File: config.mk
export PLATFORM = sky130hd
export DESIGN_NAME = ct_idu_viq_entry_ctrl_flat
export DESIGN_NICKNAME = d
export VERILOG_FILES = /design/src/rtl/ct_idu_viq_pkg.sv /design/src/rtl/ct_idu_viq_entry_ctrl_if.sv /design/src/rtl/ct_idu_viq_src_eval.sv /design/src/rtl/ct_idu_viq_entry_ctrl.sv /design/src/flat_wrapper.sv
export SDC_FILE = /design/constraint.sdc
export NUM_CORES = 1
export LEC_CHECK = 0
export BUFFER_PORTS_ARGS = -buffer_cell sky130_fd_sc_hd__clkbuf_2
export CAP_MARGIN = 25
export CORE_UTILIZATION = 35
export DETAILED_ROUTE_END_ITERATION = 7
export PLACE_DENSITY_LB_ADDON = 0.15
export SKIP_CTS_REPAIR_TIMING = 1
export SYNTH_ARGS = -nofsm -noshare
export SYNTH_HDL_FRONTEND = slang
export SYNTH_SLANG_ARGS = --single-unit
File: constraint.sdc
create_clock -name dep_clk -period 2.05 [get_ports dep_clk]
set_input_delay 0.3075 -clock dep_clk [delete_from_list [all_inputs] [get_ports dep_clk]]
set_output_delay 0.3075 -clock dep_clk [all_outputs]
set_load 0.01 [all_outputs]
File: src/rtl/ct_idu_viq_pkg.sv
// Shared definitions for the vector issue queue entry: the entry state
// encoding and the bit offsets of the 12-bit vreg dependency read bus.
package ct_idu_viq_pkg;

    // Entry life cycle: allocated -> waiting for operands -> issued/cancellable.
    typedef enum logic [1:0] {
        EMPTY  = 2'b00,
        WAIT   = 2'b01,
        ISSUED = 2'b10
    } entry_state_e;

    // Field offsets inside one source's dependency read bus.
    localparam int LSU_MATCH = 11;
    localparam int RDY_BYP   = 10;
    localparam int RDY_ISS   = 9;
    localparam int VREG_LSB  = 2;
    localparam int VREG_W    = 7;
    localparam int WB        = 1;
    localparam int RDY       = 0;

endpackage

File: src/rtl/ct_idu_viq_entry_ctrl_if.sv
// Bundle between one issue-queue entry controller and its neighbours
// (dispatch/create, three dependency entries, the issue arbiter, RTU, LSU).
//
// Handshakes:
//  - create: x_create_en is a single-cycle strobe that may only be raised
//    while the entry is empty (x_entry_vld == 0); the entry answers in the
//    same cycle with x_dep_write_en to its dependency entries.
//  - issue: x_issue_req is the valid, x_issue_grant the ready; a transfer
//    happens only in a cycle where both are high. A grant while the request
//    is low is ignored.
interface ct_idu_viq_entry_ctrl_if
    import ct_idu_viq_pkg::*;
#(
    parameter int SRC_NUM = 3,
    parameter int DEP_W   = 12
) ();

    logic                       rtu_idu_flush_fe;
    logic                       rtu_idu_flush_is;
    logic                       x_create_en;
    logic [SRC_NUM-1:0]         x_create_src_vld;
    logic [SRC_NUM*DEP_W-1:0]   x_dep_read_data;
    logic                       x_issue_grant;
    logic                       lsu_idu_vload_spec_fail;

    logic [SRC_NUM-1:0]         x_dep_write_en;
    logic [SRC_NUM-1:0]         x_dep_rdy_clr;
    logic                       x_entry_vld;
    logic                       x_issue_req;
    logic                       x_entry_free;
    entry_state_e               x_entry_state;   // debug view of the entry FSM

    // Upstream side: drives control into the entry, observes its outputs.
    modport master (
        output rtu_idu_flush_fe, rtu_idu_flush_is, x_create_en, x_create_src_vld,
               x_dep_read_data, x_issue_grant, lsu_idu_vload_spec_fail,
        input  x_dep_write_en, x_dep_rdy_clr, x_entry_vld, x_issue_req,
               x_entry_free, x_entry_state
    );

    // Entry side.
    modport slave (
        input  rtu_idu_flush_fe, rtu_idu_flush_is, x_create_en, x_create_src_vld,
               x_dep_read_data, x_issue_grant, lsu_idu_vload_spec_fail,
        output x_dep_write_en, x_dep_rdy_clr, x_entry_vld, x_issue_req,
               x_entry_free, x_entry_state
    );

endinterface

File: src/rtl/ct_idu_viq_src_eval.sv
// Per-source decode of one dependency read bus: whether the source lets the
// entry issue, and whether it would issue on an LSU forward (ready for issue
// but not yet ready for bypass), which makes it cancellable by a load
// speculation fail.
module ct_idu_viq_src_eval
    import ct_idu_viq_pkg::*;
#(
    parameter int DEP_W = 12
) (
    input  logic             src_vld,
    input  logic [DEP_W-1:0] rd,
    output logic             src_ok,
    output logic             fwd_issue
);

    assign src_ok    = !src_vld || rd[RDY_ISS];
    assign fwd_issue = src_vld && rd[RDY_ISS] && !rd[RDY_BYP];

    // Remaining fields are owned by the dependency entry and not needed here.
    logic unused_fields;
    assign unused_fields = ^{rd[LSU_MATCH], rd[VREG_LSB +: VREG_W], rd[WB], rd[RDY]};

endmodule

File: src/rtl/ct_idu_viq_entry_ctrl.sv
// Vector issue queue entry control: create, wait for operands, request issue,
// then hold for a short load-speculation window in which an LSU spec fail can
// send the entry back to WAIT and clear the ready bits of forwarded sources.
module ct_idu_viq_entry_ctrl
    import ct_idu_viq_pkg::*;
#(
    parameter int SRC_NUM  = 3,
    parameter int DEP_W    = 12,
    parameter int SPEC_WIN = 2
) (
    input logic                     dep_clk,
    input logic                     cpurst_b,
    ct_idu_viq_entry_ctrl_if.slave  entry_if
);

    localparam int CNT_W = $clog2(SPEC_WIN) + 1;

    entry_state_e        state, state_nxt;
    logic [SRC_NUM-1:0]  src_vld, src_vld_nxt;
    logic [SRC_NUM-1:0]  spec_mask, spec_mask_nxt;
    logic [CNT_W-1:0]    spec_cnt, spec_cnt_nxt;

    logic [SRC_NUM-1:0]  src_ok;
    logic [SRC_NUM-1:0]  fwd_issue;
    logic [SRC_NUM-1:0]  dep_write_en;
    logic [SRC_NUM-1:0]  dep_rdy_clr;
    logic                issue_req;
    logic                entry_free;
    logic                flush;

    assign flush = entry_if.rtu_idu_flush_fe || entry_if.rtu_idu_flush_is;

    for (genvar i = 0; i < SRC_NUM; i++) begin : g_src
        ct_idu_viq_src_eval #(
            .DEP_W (DEP_W)
        ) u_src_eval (
            .src_vld   (src_vld[i]),
            .rd        (entry_if.x_dep_read_data[i*DEP_W +: DEP_W]),
            .src_ok    (src_ok[i]),
            .fwd_issue (fwd_issue[i])
        );
    end

    // Next-state and strobe decode; flush overrides every state at the end.
    always_comb begin
        state_nxt     = state;
        src_vld_nxt   = src_vld;
        spec_mask_nxt = spec_mask;
        spec_cnt_nxt  = spec_cnt;
        dep_write_en  = '0;
        dep_rdy_clr   = '0;
        issue_req     = 1'b0;
        entry_free    = 1'b0;

        case (state)
            EMPTY: begin
                if (entry_if.x_create_en && !flush) begin
                    state_nxt    = WAIT;
                    src_vld_nxt  = entry_if.x_create_src_vld;
                    dep_write_en = {SRC_NUM{1'b1}};
                end
            end
            WAIT: begin
                issue_req = &src_ok;
                if (entry_if.x_issue_grant && issue_req) begin
                    state_nxt     = ISSUED;
                    spec_cnt_nxt  = CNT_W'(SPEC_WIN - 1);
                    spec_mask_nxt = fwd_issue;
                end
            end
            ISSUED: begin
                // A cancel beats counter expiry: the entry must stay valid.
                if (entry_if.lsu_idu_vload_spec_fail && (|spec_mask)) begin
                    state_nxt     = WAIT;
                    dep_rdy_clr   = spec_mask;
                    spec_mask_nxt = '0;
                end else if (spec_cnt == '0) begin
                    state_nxt     = EMPTY;
                    entry_free    = 1'b1;
                    src_vld_nxt   = '0;
                    spec_mask_nxt = '0;
                end else begin
                    spec_cnt_nxt  = spec_cnt - CNT_W'(1);
                end
            end
            default: begin
                state_nxt = EMPTY;
            end
        endcase

        if (flush) begin
            state_nxt     = EMPTY;
            src_vld_nxt   = '0;
            spec_mask_nxt = '0;
            spec_cnt_nxt  = '0;
            dep_write_en  = '0;
            dep_rdy_clr   = '0;
            entry_free    = 1'b0;
        end
    end

    // Entry state, source valids, speculation mask and window counter.
    always_ff @(posedge dep_clk or negedge cpurst_b) begin
        if (!cpurst_b) begin
            state     <= EMPTY;
            src_vld   <= '0;
            spec_mask <= '0;
            spec_cnt  <= '0;
        end else begin
            state     <= state_nxt;
            src_vld   <= src_vld_nxt;
            spec_mask <= spec_mask_nxt;
            spec_cnt  <= spec_cnt_nxt;
        end
    end

    assign entry_if.x_dep_write_en = dep_write_en;
    assign entry_if.x_dep_rdy_clr  = dep_rdy_clr;
    assign entry_if.x_entry_vld    = (state != EMPTY);
    assign entry_if.x_issue_req    = issue_req;
    assign entry_if.x_entry_free   = entry_free;
    assign entry_if.x_entry_state  = state;

    // Dispatch must never allocate an entry that is still occupied.
    a_no_create_when_busy: assert property (
        @(posedge dep_clk) disable iff (!cpurst_b)
        !(entry_if.x_create_en && (state != EMPTY))
    );

endmodule

File: src/flat_wrapper.sv
// flat-port wrapper written by rule: the top's interface ports become plain ports
module ct_idu_viq_entry_ctrl_flat import ct_idu_viq_pkg::*;
#(
    parameter int SRC_NUM  = 3,
    parameter int DEP_W    = 12,
    parameter int SPEC_WIN = 2
)
  (dep_clk, cpurst_b, entry_if_rtu_idu_flush_fe, entry_if_rtu_idu_flush_is, entry_if_x_create_en, entry_if_x_create_src_vld, entry_if_x_dep_read_data, entry_if_x_issue_grant, entry_if_lsu_idu_vload_spec_fail, entry_if_x_dep_write_en, entry_if_x_dep_rdy_clr, entry_if_x_entry_vld, entry_if_x_issue_req, entry_if_x_entry_free, entry_if_x_entry_state);
  ct_idu_viq_entry_ctrl_if #(.SRC_NUM(SRC_NUM), .DEP_W(DEP_W)) entry_if_i ();
  input logic dep_clk;
  input logic cpurst_b;
  input wire logic [$bits(entry_if_i.rtu_idu_flush_fe)-1:0] entry_if_rtu_idu_flush_fe;
  input wire logic [$bits(entry_if_i.rtu_idu_flush_is)-1:0] entry_if_rtu_idu_flush_is;
  input wire logic [$bits(entry_if_i.x_create_en)-1:0] entry_if_x_create_en;
  input wire logic [$bits(entry_if_i.x_create_src_vld)-1:0] entry_if_x_create_src_vld;
  input wire logic [$bits(entry_if_i.x_dep_read_data)-1:0] entry_if_x_dep_read_data;
  input wire logic [$bits(entry_if_i.x_issue_grant)-1:0] entry_if_x_issue_grant;
  input wire logic [$bits(entry_if_i.lsu_idu_vload_spec_fail)-1:0] entry_if_lsu_idu_vload_spec_fail;
  output wire logic [$bits(entry_if_i.x_dep_write_en)-1:0] entry_if_x_dep_write_en;
  output wire logic [$bits(entry_if_i.x_dep_rdy_clr)-1:0] entry_if_x_dep_rdy_clr;
  output wire logic [$bits(entry_if_i.x_entry_vld)-1:0] entry_if_x_entry_vld;
  output wire logic [$bits(entry_if_i.x_issue_req)-1:0] entry_if_x_issue_req;
  output wire logic [$bits(entry_if_i.x_entry_free)-1:0] entry_if_x_entry_free;
  output wire logic [$bits(entry_if_i.x_entry_state)-1:0] entry_if_x_entry_state;
  assign entry_if_i.rtu_idu_flush_fe = entry_if_rtu_idu_flush_fe;
  assign entry_if_i.rtu_idu_flush_is = entry_if_rtu_idu_flush_is;
  assign entry_if_i.x_create_en = entry_if_x_create_en;
  assign entry_if_i.x_create_src_vld = entry_if_x_create_src_vld;
  assign entry_if_i.x_dep_read_data = entry_if_x_dep_read_data;
  assign entry_if_i.x_issue_grant = entry_if_x_issue_grant;
  assign entry_if_i.lsu_idu_vload_spec_fail = entry_if_lsu_idu_vload_spec_fail;
  assign entry_if_x_dep_write_en = entry_if_i.x_dep_write_en;
  assign entry_if_x_dep_rdy_clr = entry_if_i.x_dep_rdy_clr;
  assign entry_if_x_entry_vld = entry_if_i.x_entry_vld;
  assign entry_if_x_issue_req = entry_if_i.x_issue_req;
  assign entry_if_x_entry_free = entry_if_i.x_entry_free;
  assign entry_if_x_entry_state = entry_if_i.x_entry_state;
  ct_idu_viq_entry_ctrl #(.SRC_NUM(SRC_NUM), .DEP_W(DEP_W), .SPEC_WIN(SPEC_WIN)) u_core (.dep_clk(dep_clk), .cpurst_b(cpurst_b), .entry_if(entry_if_i));
endmodule
==> results by group <==
Synth
  • Synth Area in XOR/XNOR: 0
  • Adder-cell share of the synthesized area: 0.0831
  • Synth cell types: 33
  • Synth Instances: 78
  • Sequential fraction of the synthesis area: 0.332
  • Simple-gate share of the synthesized area: 0.262
  • Cell area after synthesis: 753 um^2
  • Post-synthesis mux area share: 0.0299
  • Synthesis-stage register bit count: 10
  • Combinational family with the most area after synthesis: simple AND/OR/NAND/NOR gates
  • Mean Syn Cell Area: 9.66 um^2
  • Synth Area in Compound Gates: 0.216
  • Ys Warns: 0
  • Syn Nets: 129

Routing
  • Post-route antenna net violation count: 0
  • DRC: 0
  • Vias: 678
  • First DRT Iteration DRCs: 17
  • Routed length per instance: 11.7 um
  • DRT Pass-1 Iters: 4
  • Aggregate routed wire length: 1.54 mm
  • Drt via density: 5.18

Global route
  • Grt total ovfl: 0
  • Tot GR Track Use: 0.153
  • Vias in the first global route: 664
  • Initial antenna violation count: 0
  • First-pass GRT wire length: 2.77 mm
  • Largest net degree at the start of global routing: 11

Timing
  • RSZ-0062 raised after global routing: false
  • Smallest hold slack: 268 ps
  • Setup_tns: 0 ps
  • Min Tclk post-route: 1900 ps
  • Setup violators final: 0
  • Worst Tran Pin Value: 412 ps
  • Tcrit/Tclk final: 0.927
  • Highest Clock Rate: 526 MHz
  • Slew Limit Fails: 0
  • Max transition margin: 0.723
  • Max Clock Skew: 3.10 ps
  • Final Hold Viols: 0

Final layout
  • Layout cells sized above 1: 0.346
  • Final core utilization: 0.464
  • Diode count: 0
  • Layout Cells excl Fill: 131
  • Area of the multi-input gates: 448 um^2
  • P&R area growth vs syn: 23.3%
  • Register area: 250 um^2
  • Fin nets: 157
  • FILL cells: 213

CTS
  • CTS tree: yes
  • Clk sinks: 10
  • H-tree Lvls: 1
  • CTS root buf: clkbuf_4
  • Clk_lat worst skew: 260 ps
  • Inserted Clock Buffers: 3
  • Clk pin slew, worst setup/hold paths: 60 ps
  • Clock Path Buffers: 2

Run
  • Max_cap viols: 0

Min path
  • Worst Hold Class: input port to register

Worst setup path
  • Startpoint Class: register
  • Worst Path Required: 1740 ps
  • Crit end category: primary output
  • Worst Path Class, Setup: register to primary output
  • Flop2flop setup slack: 230 ps
  • CP Max Fanout: 8
  • Arrival time worst endpoint: 1590 ps

Die
  • Die Wd: 48.4 um
  • Initial Utilization: 0.376
  • Number of cell rows: 16
  • Die area: 0.00234 mm^2
  • I/O pins: 57
  • Die height: 48.4 um
  • Core area: 0.00200 mm^2

Place
  • # port buffers: 26
  • Hpwl dp: 1.27 mm
  • Routability cong.: 0.784
  • Cell count after placement: 127

Pwr
  • Maximum VDD drop: 0.318 mV
  • Power density over cell area: 448 mW/mm^2
  • Static leakage: 0.445 nW

Outcome
  • Status: completed
-- flip-flops by register name, indices dropped and copies added, names as in the netlist --
name and flops:
u_core.spec_cnt 2, u_core.src_vld 3, u_core.entry_if.x_entry_state 2, u_core.spec_mask 3
-- cell families (layout without fill, tap and decap cells) --
logic type / count (synthesis) / after routing
and+or+nand+nor: 28 / 28
AOI/OAI and AO/OA: 20 / 20
buffers and inverters: 13 / 39
muxes: 2 / 2
DFF: 10 / 10
adders and majority gates: 5 / 5
-- cell usage in the layout, fill, tap and decap left out, types with 2 or more instances in the layout --
cell and instances:
inv_1 9, nand2b_1 2, o22ai_1 3, clkbuf_2 26
nand2_1 4, a211oi_1 2, nand3b_1 3, mux2_1 2
and3_1 3, nor2_1 4, ha_1 4, a221oi_2 2
dfrtp_1 10, a21oi_1 3, a22o_1 3, clkbuf_4 3
o31ai_1 2, nor3_1 3
-- metal layers --
metal	track usage	vias up	wire length, um
met5	0	-	0
met4	0.0882	0	14
met3	0.0252	2	64
met2	0.244	18	677
met1	0.194	319	782
li1	-	339	-
-- through the flow --
step	power (mW)	area, um^2	setup slack (ps)
after detailed placement	0.288	893	180
final	0.416	928	149
after floorplan	0.256	753	325
after global routing	0.440	928	3.15
after CTS	0.421	916	75.0
after global placement	0.287	893	204
-- worst max-delay path, cell delays in order (launching register included) --
cell	delay, ps
dfrtp_1	410
inv_1	110
ha_2	260
and2_1	240
nand2_1	70
nor2_1	90
clkbuf_2	140
-- cells in the mapped netlist --
cell type  count  area [um^2]
a21oi_1        3         15.0
buf_2          1         5.00
nand4bb_4      1         27.5
buf_4          2         15.0
and2_0         1         6.26
and3_1         3         18.8
a211oi_1       2         15.0
a2111o_1       1         11.3
o221ai_1       1         8.76
nand3b_1       3         22.5
a221oi_2       2         30.0
o31ai_1        2         15.0
ha_1           5         62.6
clkbuf_1       1         3.75
nor2b_4        1         13.8
o2bb2ai_1      1         8.76
inv_1          9         33.8
mux2_1         2         22.5
nor2_1         4         15.0
o22ai_1        3         18.8
o21ai_0        1         5.00
or3b_4         1         11.3
and2_1         1         6.26
or2_1          1         6.26
nand3_1        1         5.00
nand2_1        4         15.0
dfrtp_1       10          250
nand2b_1       2         12.5
nor3_1         3         15.0
a22o_1         3         26.3
o31a_1         1         8.76
nor2b_1        1         6.26
nor3_4         1         16.3
-- final cells by class --
type	count	share of cell area
clock buffers	3	0.0243
well taps	27	0.0364
flip-flops and latches	10	0.270
repair buffers	27	0.151
inverters	9	0.0364
multi-input cells	55	0.482
-- path summary, 6_finish.rpt --
kind | from | to | cells after the start
worst max-delay path | u_core.entry_if.x_entry_state[0] | entry_if_x_entry_free | 6
worst min-delay path | entry_if_x_create_src_vld[1] | u_core.src_vld[1] | 2
worst max register to register | u_core.entry_if.x_entry_state[0] | u_core.spec_mask[1] | 6
worst min register to register | u_core.spec_cnt[1] | u_core.spec_cnt[1] | 1
max in group asynchronous | cpurst_b | u_core.spec_mask[2] | 2
min in group asynchronous | cpurst_b | u_core.src_vld[1] | 2
-- power breakdown --
| part | switching (mW) | internal [mW] | total [mW] |
|---|---|---|---|
| clock network | 0.0627 | 0.0676 | 0.130 |
| logic | 0.0427 | 0.0363 | 0.0790 |
| registers | 0.00415 | 0.202 | 0.206 |
No activity file was read; power rests on OpenSTA's default activity.
